### src/rtl/irq_pending_ctrl.sv
`default_nettype none
// ============================================================================
//  Module   : irq_pending_ctrl
//  Purpose  : Edge-capturing interrupt pending controller. Latches rising
//             edges of raw request lines into a pending register, masks the
//             pending vector toward an external priority encoder, registers
//             the returned index and presents it with a valid/ack handshake.
//             An ack clears the serviced pending bit. A saturating counter
//             tracks request edges lost because their bit was already pending.
//  Ports    : clk          - system clock, rising edge
//             reset_n      - asynchronous active-low reset
//             irq_in       - raw request lines (event = 0->1 transition)
//             mask_in      - per-line enable, 1 = enabled
//             pending_out  - pending & mask_in (combinational, to encoder)
//             enc_idx_in   - encoder result for pending_out
//             irq_valid    - registered, irq_idx holds a serviceable request
//             irq_idx      - registered index of the presented request
//             irq_ack      - consumer accepts the presented request
//             drop_cnt     - saturating count of lost edges
//  Options  : IRQ_PENDING_SYNC_EN - when defined, irq_in passes through a
//             2-flop synchroniser before edge detection (+2 cycles latency).
//  Revision : 1.0 - initial release
// ============================================================================
module irq_pending_ctrl #(
    parameter int NUM_IRQ   = 8,
    parameter int IDX_WIDTH = $clog2(NUM_IRQ),
    parameter int CNT_WIDTH = 8
) (
    input  logic                 clk,
    input  logic                 reset_n,
    input  logic [NUM_IRQ-1:0]   irq_in,
    input  logic [NUM_IRQ-1:0]   mask_in,
    output logic [NUM_IRQ-1:0]   pending_out,
    input  logic [IDX_WIDTH-1:0] enc_idx_in,
    output logic                 irq_valid,
    output logic [IDX_WIDTH-1:0] irq_idx,
    input  logic                 irq_ack,
    output logic [CNT_WIDTH-1:0] drop_cnt
);

    typedef enum logic [1:0] {
        ST_IDLE    = 2'd0,
        ST_PRESENT = 2'd1,
        ST_SETTLE  = 2'd2
    } state_t;

    localparam logic [NUM_IRQ-1:0]   c_one_hot_lsb = {{(NUM_IRQ-1){1'b0}}, 1'b1};
    localparam logic [CNT_WIDTH-1:0] c_cnt_max     = {CNT_WIDTH{1'b1}};
    localparam logic [CNT_WIDTH-1:0] c_cnt_one     = {{(CNT_WIDTH-1){1'b0}}, 1'b1};

    state_t                 r_state;
    state_t                 w_state_next;
    logic [NUM_IRQ-1:0]     w_irq;
    logic [NUM_IRQ-1:0]     r_irq_prev;
    logic [NUM_IRQ-1:0]     r_pending;
    logic [NUM_IRQ-1:0]     w_edge;
    logic [NUM_IRQ-1:0]     w_ack_clr;
    logic                   w_drop;
    logic                   r_valid;
    logic [IDX_WIDTH-1:0]   r_idx;
    logic [CNT_WIDTH-1:0]   r_drop_cnt;

`ifdef IRQ_PENDING_SYNC_EN
    logic [NUM_IRQ-1:0] r_sync1;
    logic [NUM_IRQ-1:0] r_sync2;

    always_ff @(posedge clk or negedge reset_n) begin
        if (!reset_n) begin
            r_sync1 <= '0;
            r_sync2 <= '0;
        end else begin
            r_sync1 <= irq_in;
            r_sync2 <= r_sync1;
        end
    end

    assign w_irq = r_sync2;
`else
    assign w_irq = irq_in;
`endif

    assign w_edge = w_irq & ~r_irq_prev;

    // Only a handshake completed in PRESENT clears a bit; ack elsewhere is inert.
    assign w_ack_clr = (r_state == ST_PRESENT && irq_ack) ? (c_one_hot_lsb << r_idx) : '0;

    // A bit being cleared this cycle absorbs its new edge as a fresh event,
    // so it is not counted as lost.
    assign w_drop = |(w_edge & r_pending & ~w_ack_clr);

    assign pending_out = r_pending & mask_in;

    always_comb begin
        w_state_next = r_state;
        case (r_state)
            ST_IDLE:    if (|pending_out) w_state_next = ST_PRESENT;
            ST_PRESENT: if (irq_ack)      w_state_next = ST_SETTLE;
            ST_SETTLE:                    w_state_next = ST_IDLE;
            default:                      w_state_next = ST_IDLE;
        endcase
    end

    always_ff @(posedge clk or negedge reset_n) begin
        if (!reset_n) begin
            r_state    <= ST_IDLE;
            r_irq_prev <= '0;
            r_pending  <= '0;
            r_valid    <= 1'b0;
            r_idx      <= '0;
            r_drop_cnt <= '0;
        end else begin
            r_state    <= w_state_next;
            r_irq_prev <= w_irq;
            // Set after clear: a same-cycle edge wins over the ack.
            r_pending  <= (r_pending & ~w_ack_clr) | w_edge;
            r_valid    <= (w_state_next == ST_PRESENT);
            if (r_state == ST_IDLE && |pending_out) begin
                r_idx <= enc_idx_in;
            end
            if (w_drop && r_drop_cnt != c_cnt_max) begin
                r_drop_cnt <= r_drop_cnt + c_cnt_one;
            end
        end
    end

    assign irq_valid = r_valid;
    assign irq_idx   = r_idx;
    assign drop_cnt  = r_drop_cnt;

endmodule
`default_nettype wire
### config.mk
export PLATFORM = sky130hd
export DESIGN_NAME = irq_pending_ctrl
export DESIGN_NICKNAME = d
export VERILOG_FILES = /design/src/rtl/irq_pending_ctrl.sv
export SDC_FILE = /design/constraint.sdc
export NUM_CORES = 1
export LEC_CHECK = 0
export BUFFER_PORTS_ARGS = -buffer_cell sky130_fd_sc_hd__buf_4
export CAP_MARGIN = 20
export CORE_MARGIN = 8
export CORE_UTILIZATION = 53
export CTS_CLUSTER_SIZE = 40
export DETAILED_ROUTE_END_ITERATION = 10
export PLACE_DENSITY_LB_ADDON = 0.1
export SYNTH_ARGS = -nofsm -noshare
export SYNTH_HDL_FRONTEND = slang
export SYNTH_SLANG_ARGS = --single-unit
### constraint.sdc
create_clock -name clk -period 4.72 [get_ports clk]
set_clock_uncertainty 0.15 [all_clocks]
set_input_delay 0.944 -clock clk [delete_from_list [all_inputs] [get_ports clk]]
set_output_delay 0.944 -clock clk [all_outputs]
set_load 0.01 [all_outputs]
==> results.toml <==
[outcome]
status = "finished clean"

[synthesis]
syn_area_um2 = 1302
async_reset_ff_share_pct = 100.0
ys_top_cells_by_area = "dfrtp_1, nand2b_1, and2_1"
synth_top_family_by_area = "simple AND/OR/NAND/NOR gates"
yosysWarnings = 0
synth_compound_area_share_pct = 11.05
ys_ff_latch = 30
yosysTopAreaCell = "dfrtp_1"
seq_area_frac_synth_pct = 57.64
synth-simple-area-share_pct = 21.42
synth_top_flop_cell = "dfrtp_1"
synthDistinctLibCells = 27
muxShareOfSynthArea_pct = 4.611
synth_top_area_share_pct = 57.64
synthXorXnorAreaFrac_pct = 4.035
synth_commonest_cells = "dfrtp_1, nand2_1, nand2b_1"
synth_nets = 133
yosysMostFrequentCell = "dfrtp_1"
synthAdderAreaFrac_pct = 0.9606
syn_avg_cell_area_um2 = 11.84
synth-edff-count = 0
syn_inst = 110

[global_route]
grt_max_degree = 31
grt_use_total_pct = 14.01
antenna_found_initial = 0
grt_pass1_wl_um = 4657
grt-ovfl-total = 0
grt_pass1_vias = 1064

[die]
die_h_um = 65.58
placementRows = 18
die_x_um = 65.58
fp.dieArea_um2 = 4300
coreArea_um2 = 2410
start_util_pct = 54.05
io_pins = 42

[worst_setup_path]
critPathArrivalTime_ns = 2.65
crit_required_ns = 4.79
worst_path_largest_cell_delay_ns = 0.40
critPathKind = "in2reg"
cpLargestDelayFamily = "compound AO/OA/AOI/OAI gates"
crit_path_max_fanout = 7
cp_cell_sequence = "buf_4 > or3b_1 > o31ai_1 > o221ai_2 > o22ai_4 > mux2_4"
cp-end-kind = "register"
cp_num_buf_inv = 1
crit_slowest_cell = "or3b_1"
startpoint_type = "input pin"

[layout]
area_growth_pct = 32.57
drive_gt1_share_pct = 36.48
fill_cells = 182
antenna_cells = 0
nets = 181

[power_and_ir_drop]
p_comb_share_pct = 37.7
p_leak_nw = 0.7911
power.density_nw_per_um2 = 570.0
seqPwrFrac_pct = 43.2
clockPowerShare_pct = 19.1
p_int_mw = 0.6400
ir_worst_vdd_mv = 0.3887
p_sw_mw = 0.3442
power_mw = 0.9842
sw_frac_of_total_pct = 34.97

[clocking]
cts-hold-fix-buffers = 0
cts_num_sinks = 30
cts_max_level = 2
cts.root.buffer_cell = "clkbuf_4"
cts_tree = "built"
clock_latency_ns = 0.32
cts_resized = 0
path_clk_slew_ns = 0.09
post-cts-setup-buffers = 0
numCtsBuffers = 5
clockBufferDepth = 2

[sta]
setup_tns_ns = 0
tightest_slew_ns = 0.3719
max_slew_margin_pct = 75.00
setup_viol = 0
hold_violations = 0
fmax_ghz = 0.3873
rsz0062_at_grt = "false"
fin_crit_ns = 2.582
finalCritPeriodShare_pct = 54.70
drv_slew = 0

[run]
cap_viol_max_count = 0

[placed_design]
io_buffers = 41
place_congestion = 0.8258
hpwl_um = 2225

[drt]
vias = 1004
antenna_left = 0
via_per_inst = 5.312
drcViolationCount = 0
routedWlPerCell_um = 15.05
wirelength_um = 2844
firstDrtPassIters = 4
drt-initial-drc-count = 36

[worst_hold_path]
hold_class = "in2async"
## cells by family (layout without fill, tap and decap cells)
group | after synthesis | count (layout)
compound gates | 16 | 16
flops | 30 | 30
fa+ha+maj | 1 | 1
buf+inv | 1 | 50
mux | 5 | 5
simple gates | 51 | 51
xor+xnor | 6 | 6
## cells in the final DEF (no fill, tap or decap), drive strengths merged, types with 2 or more instances in the layout
master / Yosys / final
buf: 0 / 41
dfrtp: 30 / 30
nand2: 10 / 10
nand2b: 9 / 9
and2: 8 / 8
nor2: 8 / 8
o21ai: 8 / 8
clkbuf: 0 / 8
nand3: 6 / 6
xor2: 5 / 5
mux2: 5 / 5
nand3b: 2 / 2
or3b: 2 / 2
o31ai: 2 / 2
o22a: 2 / 2
and3: 2 / 2
o221ai: 2 / 2
## metal layers
layer / track usage, % / share of wire, %
met1: 15.35 / 42
met4: 6.812 / 2.5
met5: 0 / 0
met2: 22.14 / 46
met3: 6.973 / 9.6
## registers in the layout, summed over array words and instances (netlist names)
| signal | count |
|---|---|
| r_irq_prev | 8 |
| drop_cnt | 8 |
| r_pending | 8 |
| irq_valid | 1 |
| r_state | 2 |
| irq_idx | 3 |
## area by class of cell
type	instances	area (µm²)	area share, %
Timing Repair Buffer	41	307.8	17.83
Clock buffer	8	78.83	4.565
Multi-Input combinational cell	79	548.0	31.74
Sequential cell	30	750.7	43.48
Tap cell	30	37.54	2.174
Inverter	1	3.754	0.2174
## stage by stage
stage	area, µm²	setup slack [ns]	hold slack, ns	util [%]	instances
after detailed placement	1648	1.792	0.3514	68.38	181
after floorplan	1303	2.057	0.3150	-	110
after global routing	1727	2.070	0.3947	71.65	189
after CTS	1727	2.146	0.3679	71.65	189
final	1727	2.138	0.3689	71.65	189
after global placement	1648	1.878	0.3310	68.38	181
## worst register-to-register path: cells and delay by family (launching register included)
family / cells / cell delay, ns
and+or+nand+nor: 1 / 0.44
AOI/OAI and AO/OA: 3 / 0.88
DFF: 1 / 0.42
muxes: 1 / 0.33
## worst paths after layout
path                                 endpoint  slack (ns)         from  depth (start not counted)
worst max-delay path              drop_cnt[1]        2.14      irq_ack                          6
worst min-delay path            r_irq_prev[2]        0.37      reset_n                          1
worst max register to register    drop_cnt[1]        2.39   r_state[1]                          5
worst min register to register    drop_cnt[5]        0.37  drop_cnt[5]                          1
max in group asynchronous       r_irq_prev[4]        3.77      reset_n                          1
min in group clk                  drop_cnt[5]        0.37  drop_cnt[5]                          1
## power by group through the flow
stage | sequential (mW) | clock [mW] | combinational [mW]
after floorplan | 0.429 | 0 | 0.199
after global placement | 0.420 | 0 | 0.366
after detailed placement | 0.428 | 0 | 0.376
after CTS | 0.422 | 0.191 | 0.378
after global routing | 0.437 | 0.202 | 0.409
final | 0.425 | 0.188 | 0.371
Power figures use the tool's default switching activity.
